--- config.mk ---
export PLATFORM = sky130hd
export DESIGN_NAME = if_fetch
export DESIGN_NICKNAME = d
export VERILOG_FILES = /design/src/rtl/if_fetch.sv
export SDC_FILE = /design/constraint.sdc
export NUM_CORES = 1
export LEC_CHECK = 0
export CORE_UTILIZATION = 57
export DETAILED_ROUTE_END_ITERATION = 10
export MAX_ROUTING_LAYER = met4
export PLACE_DENSITY_LB_ADDON = 0.1
export SYNTH_ARGS = -nofsm -noshare
export SYNTH_HDL_FRONTEND = slang
export SYNTH_SLANG_ARGS = --single-unit
--- constraint.sdc ---
create_clock -name clk -period 3.6 [get_ports clk]
set_input_delay 0.72 -clock clk [delete_from_list [all_inputs] [get_ports clk]]
set_output_delay 0.72 -clock clk [all_outputs]
set_load 0.1 [all_outputs]
--- src/rtl/if_fetch.sv ---
// if_fetch: instruction fetch stage with prefetch FIFO, in-order PC queue and redirect flush.
// Optional feature macro: IF_ALIGN_CHECK_EN. When it is defined, a misaligned redirect target halts fetch and raises fault_o.
// Ports:
//   clk, rst                     clock, synchronous active-high reset
//   imem_req_o/imem_addr_o       word fetch request and byte address to instruction memory
//   imem_gnt_i                   memory accepts the current request
//   imem_rvalid_i/imem_rdata_i   in-order response from instruction memory
//   redirect_i/redirect_pc_i     taken branch/jump: flush and refetch from the new PC
//   valid_o/ready_i              handshake toward decode
//   instr_o/pc_o                 FIFO head instruction and its PC
//   fault_o                      misaligned redirect detected (always 0 without the macro)
module if_fetch #(
    parameter logic [31:0] RESET_PC   = 32'h0000_0000,
    parameter int          FIFO_DEPTH = 4
) (
    input  logic        clk,
    input  logic        rst,
    output logic        imem_req_o,
    output logic [31:0] imem_addr_o,
    input  logic        imem_gnt_i,
    input  logic        imem_rvalid_i,
    input  logic [31:0] imem_rdata_i,
    input  logic        redirect_i,
    input  logic [31:0] redirect_pc_i,
    output logic        valid_o,
    input  logic        ready_i,
    output logic [31:0] instr_o,
    output logic [31:0] pc_o,
    output logic        fault_o
);
    localparam int AW = $clog2(FIFO_DEPTH);
    localparam int CW = AW + 1;
    localparam logic [CW:0] DEPTH = FIFO_DEPTH[CW:0];
`ifdef IF_ALIGN_CHECK_EN
    typedef enum logic [1:0] {BOOT, RUN, HALT} state_t;
`else
    typedef enum logic [1:0] {BOOT, RUN} state_t;
`endif
    state_t state, state_nxt;
    logic [31:0] fetch_pc, tgt;
    logic [CW-1:0] outstanding, drop_cnt, fifo_count;
    logic [AW-1:0] rd_ptr, wr_ptr, pq_rd, pq_wr;
    logic [31:0] fifo_pc [FIFO_DEPTH];
    logic [31:0] fifo_instr [FIFO_DEPTH];
    logic [31:0] pc_q [FIFO_DEPTH];
    logic run, redir, grant, push, pop;

    assign run = state == RUN;
    assign redir = run && redirect_i;
    assign grant = imem_req_o && imem_gnt_i;
    // responses landing in a redirect cycle, or still owed to a flushed stream, are never stored
    assign push = run && !redirect_i && imem_rvalid_i && drop_cnt == '0;
    assign pop = valid_o && ready_i;
    assign tgt = redirect_pc_i & 32'hFFFF_FFFC;
    // buffered plus in-flight words may never exceed the buffer, so a push always has room
    assign imem_req_o = run && !redirect_i && ({1'b0, fifo_count} + {1'b0, outstanding} < DEPTH);
    assign imem_addr_o = fetch_pc;
    assign valid_o = fifo_count != '0;
    assign instr_o = valid_o ? fifo_instr[rd_ptr] : '0;
    assign pc_o = valid_o ? fifo_pc[rd_ptr] : '0;
`ifdef IF_ALIGN_CHECK_EN
    assign fault_o = state == HALT;
`else
    assign fault_o = 1'b0;
`endif

    always_comb begin
        state_nxt = state == BOOT ? RUN : state;
`ifdef IF_ALIGN_CHECK_EN
        if (redir && redirect_pc_i[1:0] != 2'b00) state_nxt = HALT;
`endif
    end

    always_ff @(posedge clk) begin
        if (rst) begin
            state       <= BOOT;
            fetch_pc    <= RESET_PC;
            outstanding <= '0;
            drop_cnt    <= '0;
            fifo_count  <= '0;
            rd_ptr      <= '0;
            wr_ptr      <= '0;
            pq_rd       <= '0;
            pq_wr       <= '0;
        end else begin
            state       <= state_nxt;
            fetch_pc    <= redir ? tgt : grant ? fetch_pc + 32'd4 : fetch_pc;
            outstanding <= outstanding + CW'(grant) - CW'(imem_rvalid_i);
            // the PC queue tracks every granted request, including ones later dropped
            if (grant) pq_wr <= pq_wr + AW'(1);
            if (imem_rvalid_i) pq_rd <= pq_rd + AW'(1);
            // on redirect every word still in flight belongs to the old stream
            drop_cnt <= redir ? outstanding + CW'(grant) - CW'(imem_rvalid_i) :
                        (imem_rvalid_i && drop_cnt != '0) ? drop_cnt - CW'(1) : drop_cnt;
            if (redir) begin
                fifo_count <= '0;
                rd_ptr     <= '0;
                wr_ptr     <= '0;
            end else begin
                if (push) wr_ptr <= wr_ptr + AW'(1);
                if (pop) rd_ptr <= rd_ptr + AW'(1);
                fifo_count <= fifo_count + CW'(push) - CW'(pop);
            end
        end
    end

    always_ff @(posedge clk) begin
        if (grant) pc_q[pq_wr] <= fetch_pc;
        if (push) begin
            fifo_pc[wr_ptr]    <= pc_q[pq_rd];
            fifo_instr[wr_ptr] <= imem_rdata_i;
        end
    end
endmodule

Word level (Yosys, flattened, before mapping)
Memories as Yosys holds them, arrays and structs flattened. A register that Yosys moved wholly into a read port is not among the register bits. Index checks and enable logic that the tools add are counted.

Reductions and logical operators: 16. Multiplexer cells: 16. Order comparisons: 1. Add/subtract/negate cells: 11.

Operators by type and width (number): $mux W32 (4); $add A32 B3 Y32 const B (1); $mux W2 (6); $add A2 B1 Y2 const B (4); $logic_and A1 B1 Y1 (8); $add A3 B1 Y3 (2); $mux W3 (2); $reduce_bool A3 Y1 (2); $sub A3 B1 Y3 (2); $add A3 B3 Y4 (1); $lt A4 B3 Y1 const B (1); $mux W1 (4); $reduce_bool A2 Y1 (2); $logic_not A3 Y1 (1); $sub A3 B1 Y3 const B (1); $logic_not A2 Y1 (1); $reduce_or A2 Y1 (1); $logic_not A1 Y1 (1).

Input port bits: 70. RAM bits: 384. Memories kept: 3. Word-level logic and storage cells: 57. Bits in registers: 50. Output and inout port bits: 99.

Memory list: fifo_instr (words 4, bits a word 32, read ports 1, clocked after Yosys merged registers in 1, wr ports 1, RTL line 44) `logic [31:0] fifo_instr [FIFO_DEPTH];`; fifo_pc (words 4, bits a word 32, read ports 1, clocked after Yosys merged registers in 1, wr ports 1, RTL line 43) `logic [31:0] fifo_pc [FIFO_DEPTH];`; pc_q (words 4, bits a word 32, read ports 1, clocked after Yosys merged registers in 1, wr ports 1, RTL line 45) `logic [31:0] pc_q [FIFO_DEPTH];`.

Depth between registers and ports, before layout
Gate-level depths: netlist of run 1.

Depth after elaboration: 7. Mapped depth: 14. Mapped depth without buffers: 13.

Least setup slack after synthesis of run 1
No wires, ideal clock.

Kind: input to register. Start point: input port redirect_i. End point: register fetch_pc[9], in the netlist imem_addr_o[9]. Required time: 3.530 ns. Buffers on the path: 0. Setup time: 0.070 ns. Arrival time: 4.099 ns. Path slack: -0.570 ns. Stages on the path: 5. Path through: or4b_4 -> nor3_1 -> nand3_1 -> xor2_1 -> a21oi_1.

Longest elaborated chain between the ends: 5. Elaborated cells on any way between the ends: 7. Those cells by class: mux (1); reduce/logical (6).

RTL lines: from (decl) (RTL line 23) `input logic redirect_i,`; $logic_not A1 Y1 (RTL line 56) `assign imem_req_o = run && !redirect_i && ({1'b0, fifo_count} + {1'b0, outstanding} < DEPTH);`; $logic_and A1 B1 Y1 (2 in a row) (RTL line 56); via imem_req_o (RTL line 18) `output logic imem_req_o,`; $logic_and A1 B1 Y1 (RTL line 50) `assign grant = imem_req_o && imem_gnt_i;`; $reduce_bool A2 Y1 (no line); to (signal assigned) (RTL line 87) `fetch_pc <= redir ? tgt : grant ? fetch_pc + 32'd4 : fetch_pc;`; to (decl) (RTL line 40) `logic [31:0] fetch_pc, tgt;`.

The timed path passes the listed nets, and every way through them passes these cells. A chain may end at the register's enable or synchronous reset.

==> results.json, run 1 <==
{
  "worstSkewPairLatency_ns": 0.53,
  "drt_iter0_drc": 497,
  "final_cell_mix": "edfxtp_1 (368), buf_4 (109), mux4_2 (92)",
  "final_core_util_pct": 70.7,
  "placed_area_sq_um": 18500,
  "yosysUniqueCellTypes": 45,
  "slowest_stage": "dfxtp_4",
  "path_max_fanout": 22,
  "intPower_mw": 9.31,
  "cts_buffers": 41,
  "cts_sinks": 420,
  "ios": 169,
  "grt_pass1_vias": 8526,
  "nFillCells": 1832,
  "antenna_cells": 0,
  "ant_nets": 0,
  "finalInstanceArea_sq_um": 19800,
  "drc": 0,
  "outcome": "completed",
  "hold_path.class": "register to register",
  "finalNetCount": 1165,
  "pwr-share-comb_pct": 34.2,
  "hp-start": "pq_wr[1]$_SDFFE_PP0P_",
  "post_cts_buffers": 0,
  "r2r_start": "fifo_count[2]$_SDFF_PP0_",
  "grt_pass1_wl_mm": 47.2,
  "powerDensity_nw_per_um2": 760,
  "place_congestion": 0.812,
  "slew_viol_final": 0,
  "initial_core_util_pct": 58.5,
  "post-route-period-util_pct": 87.1,
  "wl_per_cell_um": 20.4,
  "dieWidth_um": 172,
  "layout_commonest_cell": "edfxtp_1",
  "die_h_um": 172,
  "core.rowCount": 61,
  "cts_buffer_depth": 3,
  "synth_top_cells_by_area": "edfxtp_1 (67%), mux4_2 (13%), dfxtp_1 (6.3%)",
  "critPathKind": "register to primary output",
  "p_seq_share_pct": 37.6,
  "r2r_slack_ns": 0.70,
  "antenna_found_initial": 0,
  "final.setup_skew_ns": 0.0116,
  "max-slew-margin-rel_pct": 34.5,
  "crit_family": "flip-flops",
  "worst_r2r_endpoint": "drop_cnt[2]$_SDFFE_PP0P_",
  "syn-cell-area_sq_um": 16400,
  "drt-total-wl_mm": 30.4,
  "clk_pin_slew_ns": 0.06,
  "cts-root-buf": "clkbuf_16",
  "fmax_mhz": 319,
  "max_stage_delay_ns": 0.65,
  "cts.repair.resized": 0,
  "yosysWarnings": 0,
  "hold_viol_final": 0,
  "setup_viol": 0,
  "min_to": "pq_wr[1]$_SDFFE_PP0P_",
  "p_leak_nw": 6.56,
  "synth_largest_area_cell": "edfxtp_1",
  "dp_hpwl_mm": 18.8,
  "hold_buffers": 0,
  "p_sw_mw": 5.78,
  "cp.required_ns": 2.88,
  "cp-start-kind": "register",
  "instances_no_fill": 1487,
  "h-tree-depth": 2,
  "r2r_cells": 10,
  "globalRouteOverflowTotal": 0,
  "path_cells": "buf_12 -> mux4_2 -> and2_1 -> buf_4",
  "ys_ff_latch": 420,
  "cap_viol_max_count": 0,
  "cts_tree": "done",
  "seq_area_frac_synth_pct": 73.6,
  "fp.coreArea_sq_um": 28100,
  "ir_worst_vdd_mv": 0.520,
  "hold_slack_ns": 0.499,
  "vias": 8442,
  "cp-end-kind": "primary output",
  "sw_frac_of_total_pct": 38.3,
  "drive_gt1_share_pct": 25.9,
  "synth-edff-count": 368,
  "clkPwrFrac_pct": 28.1,
  "drtPass1Iterations": 5,
  "p_total_mw": 15.1,
  "ys.flop_type": "edfxtp_1",
  "dieArea_sq_um": 29500,
  "arrival_ns": 2.42,
  "syn_avg_cell_area_sq_um": 18.6,
  "final.setup.tns_ns": 0,
  "dpl.cell_count": 1411,
  "setup_ws_ns": 0.463,
  "worstHoldPathCells": 2,
  "tightestPinTransition_ns": 0.980,
  "port_buffers": 161,
  "grt_max_degree": 64,
  "cp.buffers_inverters": 2,
  "ys_async_sr_fraction_pct": 0,
  "pre_cts_ws_ns": 0.0913,
  "grt_usage_pct": 22.2,
  "post_drt_via_cell_ratio": 5.68,
  "layout_min_cycle_time_ns": 3.14,
  "synth_top_area_share_pct": 67.3,
  "synthCells": 885,
  "area_growth_pct": 20.8,
  "rsz0062_at_grt": "no"
}
==> metal layers <==
metal	vias to the layer above	GRT usage [%]	routed length [um]
li1	3871	-	-
met1	4252	29.4	13000
met2	265	35.9	15000
met3	54	3.70	1780
met4	0	6.12	635
met5	-	-	0
==> state kept, by name, indices dropped and copies added (netlist names), named ones only <==
| register | count |
|---|---|
| outstanding | 3 |
| drop_cnt | 3 |
| wr_ptr | 2 |
| fifo_instr | 128 |
| pc_q | 120 |
| pq_wr | 2 |
| fifo_count | 3 |
| imem_addr_o | 30 |
| rd_ptr | 2 |
| fifo_pc | 120 |
| pq_rd | 2 |
| state | 1 |
==> worst min-delay path: cells and delay by family, from the launching register on <==
family / cells / cell delay [ns]
flip-flops: 1 / 0.33
AND/OR/NAND/NOR: 1 / 0.06
AO/OA/AOI/OAI: 1 / 0.05
==> cell families (layout without fill, tap and decap cells) <==
family,after synthesis,after routing,share of synthesized area [%]
other cells,1,5,0.0228
mux,94,94,12.7
compound gates,78,78,2.69
xor+xnor,25,25,1.33
simple gates,178,178,6.31
fa+ha+maj,19,19,1.54
buf+inv,70,290,1.77
flops,420,420,73.6
==> Yosys cell counts, types with 2 or more instances <==
cell type,n
and4_1,2
or4_1,9
a21o_1,2
fa_1,2
nand4_1,3
inv_1,22
nor3_1,9
or3_1,9
o21ai_0,35
o31ai_1,5
and2_1,72
mux2i_1,2
nand3_1,15
ha_1,17
edfxtp_1,368
or2_2,3
nor2_1,15
dfxtp_1,52
buf_1,10
a31oi_1,14
nor4_1,7
and3_1,3
xnor2_1,19
a21oi_1,16
mux4_2,92
clkbuf_1,30
nand2_1,21
buf_4,5
xor2_1,6
nor2b_1,4
a211oi_1,2
==> cell type report <==
type | instances | area [sq um] | share of cell area (%)
Clock buffer | 56 | 1120 | 5.67
Clock inverter | 20 | 221 | 1.12
Inverter | 23 | 86.3 | 0.435
Multi-Input combinational cell | 399 | 4070 | 20.5
Sequential cell | 420 | 12100 | 61.0
Tap cell | 378 | 473 | 2.38
Timing Repair Buffer | 191 | 1770 | 8.91
==> worst max-delay path by stage <==
stage	start	to	slack [ns]	depth (start not counted)
floorplan	redirect_i	drop_cnt[2]$_SDFFE_PP0P_	0.28	9
global placement	redirect_i	imem_addr_o[25]$_SDFFE_PP0P_	0.12	6
detailed placement	redirect_i	imem_addr_o[25]$_SDFFE_PP0P_	0.09	6
CTS	register	pc_o[17]	0.38	4
global route	register	pc_o[17]	0.30	4
finish	register	pc_o[17]	0.46	4
==> power groups by stage <==
stage / clock (mW) / sequential, mW / combinational (mW)
floorplan: 0 / 5.85 / 3.99
global placement: 0 / 5.78 / 5.18
global route: 4.49 / 5.71 / 5.40
detailed placement: 0 / 5.79 / 5.21
finish: 4.25 / 5.68 / 5.16
CTS: 4.31 / 5.68 / 5.22
(Power assumes the default switching activity.)
==> run 2: changes to the inputs <==
--- a/config.mk
+++ b/config.mk
@@ -5,8 +5,9 @@
 export SDC_FILE = /design/constraint.sdc
 export NUM_CORES = 1
 export LEC_CHECK = 0
-export CORE_UTILIZATION = 57
+export CORE_UTILIZATION = 30
 export DETAILED_ROUTE_END_ITERATION = 10
+export GPL_ROUTABILITY_DRIVEN = 1
 export MAX_ROUTING_LAYER = met4
 export PLACE_DENSITY_LB_ADDON = 0.1
 export SYNTH_ARGS = -nofsm -noshare
==> run 2 against run 1 <==
Net effect: fmax fell by 2.0%; cell count rose by 23%; total power rose by 4.6%; clock power rose by 13%; worst hold slack got worse by 0.0050 ns; register-to-register slack got worse by 0.06 ns; clock skew rose by 0.017 ns; count of clock-buffer cells in the layout rose by 5; first-iteration DRC count fell by 4.8%; die area rose by 89%; global-route usage fell by 8.2 points; critical endpoint is now instr_o[9]; largest power group unchanged.
==> results.json, run 2 (same netlist as run 1, synthesis figures left out) <==
{
  "grt_usage_pct": 13.9,
  "slowest_stage": "dfxtp_4",
  "core.rowCount": 85,
  "path_cells": "buf_12 -> mux4_2 -> and2_1 -> buf_4",
  "drtPass1Iterations": 4,
  "port_buffers": 161,
  "worstSkewPairLatency_ns": 0.59,
  "r2r_start": "outstanding[2]$_SDFF_PP0_",
  "max_stage_delay_ns": 0.64,
  "crit_family": "flip-flops",
  "cts_buffers": 48,
  "setup_viol": 0,
  "layout_commonest_cell": "edfxtp_1",
  "grt_pass1_vias": 9002,
  "finalInstanceArea_sq_um": 20600,
  "h-tree-depth": 2,
  "worst_r2r_endpoint": "imem_addr_o[24]$_SDFFE_PP0P_",
  "grt_max_degree": 47,
  "drive_gt1_share_pct": 27.9,
  "largest_register_ffs": 128,
  "instances_no_fill": 1829,
  "hold_viol_final": 0,
  "dpl.cell_count": 1740,
  "grt_pass1_wl_mm": 56.6,
  "arrival_ns": 2.48,
  "regMostFlops": "fifo_instr",
  "cts.repair.resized": 0,
  "placed_area_sq_um": 19000,
  "pre_cts_ws_ns": 0.0500,
  "cp.required_ns": 2.88,
  "p_leak_nw": 6.74,
  "cts_buffer_depth": 3,
  "fmax_mhz": 312,
  "final.setup_skew_ns": 0.0282,
  "ant_nets": 0,
  "finalNetCount": 1183,
  "cts-root-buf": "clkbuf_16",
  "p_total_mw": 15.8,
  "die_h_um": 236,
  "hold_path.class": "register to register",
  "ir_worst_vdd_mv": 0.451,
  "fp.coreArea_sq_um": 53900,
  "place_congestion": 0.756,
  "post_drt_via_cell_ratio": 4.64,
  "hold_buffers": 0,
  "tightestPinTransition_ns": 0.887,
  "worstHoldPathCells": 2,
  "dieArea_sq_um": 55700,
  "final.setup.tns_ns": 0,
  "vias": 8491,
  "path_max_fanout": 22,
  "final_cell_mix": "edfxtp_1 (368), buf_4 (118), mux4_2 (92)",
  "ios": 169,
  "hp-start": "pq_wr[1]$_SDFFE_PP0P_",
  "r2r_slack_ns": 0.64,
  "cts_tree": "done",
  "slew_viol_final": 0,
  "min_to": "pq_wr[1]$_SDFFE_PP0P_",
  "drt_iter0_drc": 473,
  "cap_viol_max_count": 0,
  "wl_per_cell_um": 20.2,
  "clk_pin_slew_ns": 0.06,
  "post_cts_buffers": 0,
  "dp_hpwl_mm": 23.5,
  "drt-total-wl_mm": 37.0,
  "reg_top3": "fifo_instr x128, fifo_pc x120, pc_q x120",
  "hold_slack_ns": 0.494,
  "powerDensity_nw_per_um2": 766,
  "cp-end-kind": "primary output",
  "final_core_util_pct": 38.2,
  "max-slew-margin-rel_pct": 40.8,
  "post-route-period-util_pct": 88.9,
  "initial_core_util_pct": 30.5,
  "layout_min_cycle_time_ns": 3.20,
  "cts_sinks": 420,
  "globalRouteOverflowTotal": 0,
  "rsz0062_at_grt": "no",
  "cp.buffers_inverters": 2,
  "area_growth_pct": 25.4,
  "critPathKind": "register to primary output",
  "dieWidth_um": 236,
  "r2r_cells": 6,
  "drc": 0,
  "outcome": "completed",
  "cp-start-kind": "register",
  "antenna_found_initial": 0,
  "setup_ws_ns": 0.399
}
[run 2: cell types whose count changed in the layout (fill, tap and decap cells not counted), sizes merged]
cell and delta:
clkbuf +5, inv +1, diode +2, clkdlybuf4s50 -2
clkinvlp +1, buf +13, clkinv +4
[run 2: worst reg2reg max path: cells and delay by family (launching register included)]
| family | cells | cell delay (ns) |
|---|---|---|
| adders and majority gates | 1 | 0.29 |
| and+or+nand+nor | 4 | 2.08 |
| AOI/OAI and AO/OA | 1 | 0.18 |
| DFF | 1 | 0.33 |
[run 2: how the worst max path moves through the flow]
stage          slack [ns]  startpoint  depth (start not counted)                      endpoint
6_report             0.40    register                          4                    instr_o[9]
5_1_grt              0.24    register                          4                       pc_o[6]
4_1_cts              0.27    register                          4                    instr_o[9]
3_5_place_dp         0.05  redirect_i                          6  imem_addr_o[24]$_SDFFE_PP0P_
3_3_place_gp         0.10  redirect_i                          6  imem_addr_o[24]$_SDFFE_PP0P_
2_1_floorplan        0.28  redirect_i                          9      drop_cnt[2]$_SDFFE_PP0P_
[run 2: power breakdown]
part	leakage (nW)	internal [mW]	switching (mW)	total, mW
clock	0.770	2.90	1.91	4.81
sequential	3.77	5.51	0.169	5.67
combinational	2.20	1.28	4.01	5.29
total	6.74	9.69	6.09	15.8
[run 2: area by class of cell]
cell class | instances | area (sq um)
Inverter | 23 | 86.3
Sequential cell | 420 | 12100
Timing Repair Buffer | 202 | 1900
Tap cell | 696 | 871
Fill cell | 4966 | 33300
Clock inverter | 26 | 256
Clock buffer | 61 | 1300
Antenna cell | 2 | 5.00
Multi-Input combinational cell | 399 | 4080
[run 2: metal layers]
layer / vias to the layer above / global-route usage [%] / share of wire [%]
met5: - / - / 0
met4: 0 / 3.70 / 1.9
li1: 3925 / - / -
met3: 60 / 2.96 / 4.5
met2: 198 / 21.6 / 47
met1: 4308 / 18.5 / 47
==> run 3: changes to the inputs <==
--- a/config.mk
+++ b/config.mk
@@ -5,9 +5,11 @@
 export SDC_FILE = /design/constraint.sdc
 export NUM_CORES = 1
 export LEC_CHECK = 0
+export CAP_MARGIN = 20
 export CORE_UTILIZATION = 30
 export DETAILED_ROUTE_END_ITERATION = 10
 export GPL_ROUTABILITY_DRIVEN = 1
+export HOLD_SLACK_MARGIN = 0.05
 export MAX_ROUTING_LAYER = met4
 export PLACE_DENSITY_LB_ADDON = 0.1
 export SYNTH_ARGS = -nofsm -noshare
==> results of run 3 <==
Final layout, timing and power as in run 2 (identical DEF).
